`config.mk`:
```
export PLATFORM = sky130hd
export DESIGN_NAME = alu_issue_ctrl_flat
export DESIGN_NICKNAME = d
export VERILOG_FILES = /design/src/rtl/alu_issue_ctrl_if.sv /design/src/rtl/alu_issue_ctrl.sv /design/src/flat_wrapper.sv
export SDC_FILE = /design/constraint.sdc
export NUM_CORES = 1
export LEC_CHECK = 0
export ABC_AREA = 1
export BUFFER_PORTS_ARGS = -buffer_cell sky130_fd_sc_hd__buf_4
export CAP_MARGIN = 20
export CORE_ASPECT_RATIO = 1.4
export CORE_MARGIN = 2
export CORE_UTILIZATION = 42
export DETAILED_ROUTE_END_ITERATION = 6
export PLACE_DENSITY = 0.75
export SYNTH_ARGS = -nofsm -noshare
export SYNTH_HDL_FRONTEND = slang
export SYNTH_SLANG_ARGS = --single-unit
```
`constraint.sdc`:
```
create_clock -name clock -period 4.2 [get_ports clock]
set_clock_uncertainty 0.05 [all_clocks]
set_input_delay 0.21 -clock clock [delete_from_list [all_inputs] [get_ports clock]]
set_output_delay 0.21 -clock clock [all_outputs]
set_load 0.05 [all_outputs]
```
`src/rtl/alu_issue_ctrl_if.sv`:
```
// ALU operation bus: opcode and operands towards the ALU, 65-bit result and
// completion flag back from it.
interface alu_issue_ctrl_if;
    logic [5:0]  op_sel;
    logic [31:0] a;
    logic [31:0] b;
    logic [64:0] out;
    logic        finished;

    modport master (output op_sel, output a, output b, input out, input finished);
    modport slave  (input op_sel, input a, input b, output out, output finished);
endinterface

```
`src/rtl/alu_issue_ctrl.sv`:
```
// Issues one ALU operation per start request, holds the operands until the ALU
// finishes or the wait times out, then captures the 65-bit result into Z.
module alu_issue_ctrl #(
    parameter int TIMEOUT_CYCLES = 64,
    parameter int CNT_W          = 7
) (
    input  logic               clock,
    input  logic               reset,
    input  logic               start,
    input  logic [5:0]         op_in,
    input  logic [31:0]        a_in,
    input  logic [31:0]        b_in,
    alu_issue_ctrl_if.master   alu,
    output logic               busy,
    output logic               done,
    output logic               err,
    output logic [31:0]        z_lo,
    output logic [31:0]        z_hi,
    output logic               z_carry
);

    typedef enum logic [1:0] {
        IDLE  = 2'd0,
        ISSUE = 2'd1,
        WAIT  = 2'd2
    } state_t;

    localparam logic [CNT_W-1:0] TIMEOUT_VAL = CNT_W'(TIMEOUT_CYCLES);

    state_t            state, state_nx;
    logic [CNT_W-1:0]  cnt, cnt_nx, cnt_inc;
    logic [5:0]        op_sel_nx;
    logic [31:0]       a_nx, b_nx;
    logic              done_nx, err_nx;
    logic [31:0]       z_lo_nx, z_hi_nx;
    logic              z_carry_nx;

    function automatic logic op_valid(input logic [5:0] op);
        case (op)
            6'h01, 6'h02, 6'h03, 6'h04, 6'h05, 6'h07, 6'h08, 6'h09,
            6'h18, 6'h19, 6'h1A, 6'h1B, 6'h1C, 6'h1D: op_valid = 1'b1;
            default:                                  op_valid = 1'b0;
        endcase
    endfunction

    assign cnt_inc = cnt + CNT_W'(1);
    assign busy    = (state != IDLE);

    // Next-state and next register values; a completion that coincides with
    // the timeout edge is treated as a normal capture.
    always_comb begin
        state_nx   = state;
        cnt_nx     = cnt;
        op_sel_nx  = alu.op_sel;
        a_nx       = alu.a;
        b_nx       = alu.b;
        done_nx    = 1'b0;
        err_nx     = err;
        z_lo_nx    = z_lo;
        z_hi_nx    = z_hi;
        z_carry_nx = z_carry;

        case (state)
            IDLE: begin
                if (start) begin
                    if (op_valid(op_in)) begin
                        op_sel_nx = op_in;
                        a_nx      = a_in;
                        b_nx      = b_in;
                        cnt_nx    = '0;
                        err_nx    = 1'b0;
                        state_nx  = ISSUE;
                    end else begin
                        done_nx = 1'b1;
                        err_nx  = 1'b1;
                    end
                end
            end
            ISSUE: begin
                state_nx = WAIT;
            end
            WAIT: begin
                if (alu.finished) begin
                    z_lo_nx    = alu.out[31:0];
                    z_hi_nx    = alu.out[63:32];
                    z_carry_nx = alu.out[64];
                    done_nx    = 1'b1;
                    err_nx     = 1'b0;
                    op_sel_nx  = '0;
                    a_nx       = '0;
                    b_nx       = '0;
                    state_nx   = IDLE;
                end else if (cnt_inc == TIMEOUT_VAL) begin
                    cnt_nx    = cnt_inc;
                    done_nx   = 1'b1;
                    err_nx    = 1'b1;
                    op_sel_nx = '0;
                    a_nx      = '0;
                    b_nx      = '0;
                    state_nx  = IDLE;
                end else begin
                    cnt_nx = cnt_inc;
                end
            end
            default: begin
                state_nx = IDLE;
            end
        endcase
    end

    always_ff @(posedge clock or posedge reset) begin
        if (reset) begin
            state      <= IDLE;
            cnt        <= '0;
            alu.op_sel <= '0;
            alu.a      <= '0;
            alu.b      <= '0;
            done       <= 1'b0;
            err        <= 1'b0;
            z_lo       <= '0;
            z_hi       <= '0;
            z_carry    <= 1'b0;
        end else begin
            state      <= state_nx;
            cnt        <= cnt_nx;
            alu.op_sel <= op_sel_nx;
            alu.a      <= a_nx;
            alu.b      <= b_nx;
            done       <= done_nx;
            err        <= err_nx;
            z_lo       <= z_lo_nx;
            z_hi       <= z_hi_nx;
            z_carry    <= z_carry_nx;
        end
    end

endmodule
```
`src/flat_wrapper.sv`:
```
// flat-port wrapper written by rule: the top's interface ports become plain ports
module alu_issue_ctrl_flat 
#(
    parameter int TIMEOUT_CYCLES = 64,
    parameter int CNT_W          = 7
)
  (clock, reset, start, op_in, a_in, b_in, busy, done, err, z_lo, z_hi, z_carry, alu_op_sel, alu_a, alu_b, alu_out, alu_finished);
  alu_issue_ctrl_if alu_i ();
  input  logic clock;
  input  logic reset;
  input  logic start;
  input  logic [5:0] op_in;
  input  logic [31:0] a_in;
  input  logic [31:0] b_in;
  output logic busy;
  output logic done;
  output logic err;
  output logic [31:0] z_lo;
  output logic [31:0] z_hi;
  output logic z_carry;
  output wire logic [$bits(alu_i.op_sel)-1:0] alu_op_sel;
  output wire logic [$bits(alu_i.a)-1:0] alu_a;
  output wire logic [$bits(alu_i.b)-1:0] alu_b;
  input wire logic [$bits(alu_i.out)-1:0] alu_out;
  input wire logic [$bits(alu_i.finished)-1:0] alu_finished;
  assign alu_op_sel = alu_i.op_sel;
  assign alu_a = alu_i.a;
  assign alu_b = alu_i.b;
  assign alu_i.out = alu_out;
  assign alu_i.finished = alu_finished;
  alu_issue_ctrl #(.TIMEOUT_CYCLES(TIMEOUT_CYCLES), .CNT_W(CNT_W)) u_core (.clock(clock), .reset(reset), .start(start), .op_in(op_in), .a_in(a_in), .b_in(b_in), .alu(alu_i), .busy(busy), .done(done), .err(err), .z_lo(z_lo), .z_hi(z_hi), .z_carry(z_carry));
endmodule
```
==> results.py <==
metrics = {
    "worst_hold_path": {
        "whs_endpoint": "u_core.cnt[3]$_DFFE_PP0P_",
        "hold_start": "alu_finished",
        "hold_class": "in -> reg",
        "worstHoldPathCells": 4,
    },
    "global_route": {
        "grt_usage_pct": 26.7,
        "grt-ovfl-total": 0,
        "first_global_vias": 5836,
        "antenna_found_initial": 1,
        "grt_max_degree": 113,
        "grt_pass1_wl_um": 29500,
    },
    "placed_design": {
        "numPortBuffers": 276,
        "gp_congestion": 0.903,
        "hpwl_um": 11500,
    },
    "finish": {
        "final_common_cell": "buf_4",
        "fillCellCount": 826,
        "mostFrequentLayoutCells": "buf_4, nand2_1, dfrtp_1",
        "regArea_um2": 3650,
        "drive_above_1_share_pct": 40.0,
        "num-nets-final": 1090,
        "area_growth_pct": 75.1,
        "multi_input_area_um2": 1880,
    },
    "worst_setup_path": {
        "cp.arrival_ns": 2.56,
        "r2r_end": "u_core.alu.a[13]$_DFFE_PP0P_",
        "cp_cell_sequence": "ha_1 > nand2_1 > nor2_1 > nand3_1 > nand2_1 > nor2_1 > nand2_1 > nand2_2 > nand2_2 > buf_12 > nand2_1 > nand2_1",
        "slowest_delay_ns": 0.40,
        "path_common_cell": "nand2_1",
        "cp_num_buf_inv": 1,
        "endpoint_kind": "flip-flop",
        "ff2ff_path_depth": 12,
        "cp-start-kind": "flip-flop",
        "regToRegStartpoint": "u_core.cnt[0]$_DFFE_PP0P_",
        "ff2ff_setup_slack_ns": 1.87,
        "worst_path_max_delay_cell": "dfrtp_1",
        "path_class": "reg -> reg",
        "crit_family": "simple AND/OR/NAND/NOR gates",
        "worst-path-stages": 12,
        "path_max_fanout": 48,
        "cp_data_required_time_ns": 4.44,
    },
    "synthesis": {
        "synth_top_family_by_area": "simple AND/OR/NAND/NOR gates",
        "synth_top_area_share_pct": 64.2,
        "synth_mux_area_share_pct": 12.9,
        "netlist_instances": 534,
        "synth_area_leader_cell": "dfrtp_1",
        "netlist_area_um2": 5690,
        "synthAdderAreaFrac_pct": 0.220,
        "yosys.area_share.simple_pct": 18.7,
        "ys_ff_latch": 146,
        "synth_nets": 674,
        "yosysWarnings": 0,
        "synth_xor_area_share_pct": 0.154,
        "synth.avg_cell_area_um2": 10.7,
        "synth_compound_area_share_pct": 0.879,
        "synthTopCellsByArea": "dfrtp_1, nand2_1, mux2_2",
        "synth_seq_area_share_pct": 64.2,
        "synth_cell_types": 21,
    },
    "clock_network": {
        "clk_pin_slew_ns": 0.06,
        "clockBufferDepth": 2,
        "cts_tree": "done",
        "cts_buffers": 17,
        "post-cts-setup-buffers": 0,
        "cts-htree-levels": 4,
        "cts_resized": 0,
        "hold_buffers": 134,
        "cts_sinks": 146,
        "clk_latency_ns": 0.41,
        "cts_root_buf": "clkbuf_16",
    },
    "routing": {
        "postRouteWirelength_um": 19200,
        "wl_per_cell_um": 16.8,
        "first_iter_violations": 179,
        "drc": 0,
        "vias_per_cell": 4.79,
        "firstDrtPassIters": 4,
        "ant_nets": 0,
        "vias": 5488,
    },
    "timing": {
        "final_min_period_over_clock_period_pct": 55.4,
        "setup_tns_ns": 0,
        "max_slew_margin_pct": 30.3,
        "drv_slew": 0,
        "hold_ws_ns": 0.101,
        "finalSetupViolations": 0,
        "max_freq_ghz": 0.430,
        "hold_viol": 0,
        "rsz0062_at_grt": "false",
        "max_slew.worst_pin.slew_ns": 1.04,
        "period_needed_ns": 2.33,
    },
    "run": {
        "max_cap_viol_count": 0,
    },
    "floorplan": {
        "die_height_um": 142,
        "pin_count": 277,
        "initial_core_util_pct": 42.7,
        "core_area_um2": 13300,
        "fp-row-count": 50,
        "fp.dieW_um": 102,
        "die-area_um2": 14500,
    },
    "power_and_ir_drop": {
        "leakage_nw": 5.26,
        "powerDensity_nw_per_um2": 812,
        "total_power_mw": 8.10,
        "max-vdd-ir-drop_uv": 520,
    },
    "run_status": {
        "outcome": "finished, final reports clean",
    },
}
## worst reg2reg max path: stages (launching register included)
cell     delay [ns]
dfrtp_1        0.40
ha_1           0.25
nand2_1        0.14
nor2_1         0.08
nand3_1        0.12
nand2_1        0.07
nor2_1         0.17
nand2_1        0.09
nand2_2        0.10
nand2_2        0.26
buf_12         0.29
nand2_1        0.11
nand2_1        0.08
## sequential cells by signal (all words and copies together), names as in the netlist
register	count
u_core.z_carry	1
u_core.done	1
u_core.err	1
u_core.z_hi	32
u_core.alu.op_sel	6
u_core.state	2
u_core.alu.a	32
u_core.cnt	7
u_core.alu.b	32
u_core.z_lo	32
## layer usage
metal	global-route usage [%]	wire length (um)	part of all wire, %
met5	0	0	0
met2	47.5	10400	54
met3	7.14	1420	7.4
met4	14.2	884	4.6
met1	28.2	6530	34
## power by group
| part | leakage, nW | internal (mW) | total [mW] | switching [mW] |
|---|---|---|---|---|
| Clock | 0.299 | 1.02 | 1.61 | 0.589 |
| Sequential | 1.85 | 1.98 | 2.33 | 0.352 |
| Combinational | 3.11 | 1.31 | 4.16 | 2.85 |
## synthesized netlist by cell type
cell type,n
a21boi_0,1
xor2_1,1
nand2_2,2
or2_2,1
nand3_1,8
mux2_2,65
ha_1,1
dfrtp_1,146
o21ai_0,1
clkbuf_1,3
buf_2,16
o21bai_1,1
a21oi_1,3
nand3b_1,1
nand4_1,2
nor2_1,8
nand2_1,252
o21ai_1,3
buf_6,2
nor2_2,2
inv_1,15
## metrics by stage
step | setup WS [ns] | std cells | util, % | area [um^2]
final | 1.87 | 1146 | 74.8 | 9970
after global routing | 1.62 | 1146 | 74.8 | 9970
after CTS | 1.94 | 1143 | 74.5 | 9930
after detailed placement | 1.97 | 977 | 59.8 | 7970
after global placement | 1.67 | 975 | 59.5 | 7930
after floorplan | 0.0170 | 534 | - | 5690
## kinds of logic (layout without fill, tap and decap cells)
logic type               after synthesis  count (layout)
AO/OA/AOI/OAI                          9               9
XOR/XNOR                               1               1
multiplexers                          65              65
flip-flops                           146             146
adder cells (fa/ha/maj)                1               1
AND/OR/NAND/NOR                      276             276
buffers and inverters                 36             465
other                                  0               1
## cell type report
type | count | area share [%]
Multi-Input combinational cell | 352 | 18.9
Sequential cell | 146 | 36.6
Timing Repair Buffer | 418 | 35.3
Clock inverter | 11 | 1.76
Tap cell | 182 | 2.28
Clock buffer | 21 | 4.52
Inverter | 15 | 0.615
Antenna cell | 1 | 0.0251
## worst max path at each step
stage                           startpoint                            to  slack (ns)
2_1_floorplan                        reset   u_core.alu.a[0]$_DFFE_PP0P_        0.02
3_3_place_gp   u_core.state[0]$_DFFE_PP0P_  u_core.alu.a[28]$_DFFE_PP0P_        1.67
3_5_place_dp     u_core.cnt[0]$_DFFE_PP0P_  u_core.alu.a[31]$_DFFE_PP0P_        1.97
4_1_cts          u_core.cnt[1]$_DFFE_PP0P_  u_core.alu.a[25]$_DFFE_PP0P_        1.94
5_1_grt          u_core.cnt[0]$_DFFE_PP0P_  u_core.alu.a[29]$_DFFE_PP0P_        1.62
6_report         u_core.cnt[0]$_DFFE_PP0P_  u_core.alu.a[13]$_DFFE_PP0P_        1.87
Note: power is estimated with default switching activity, not from simulation.
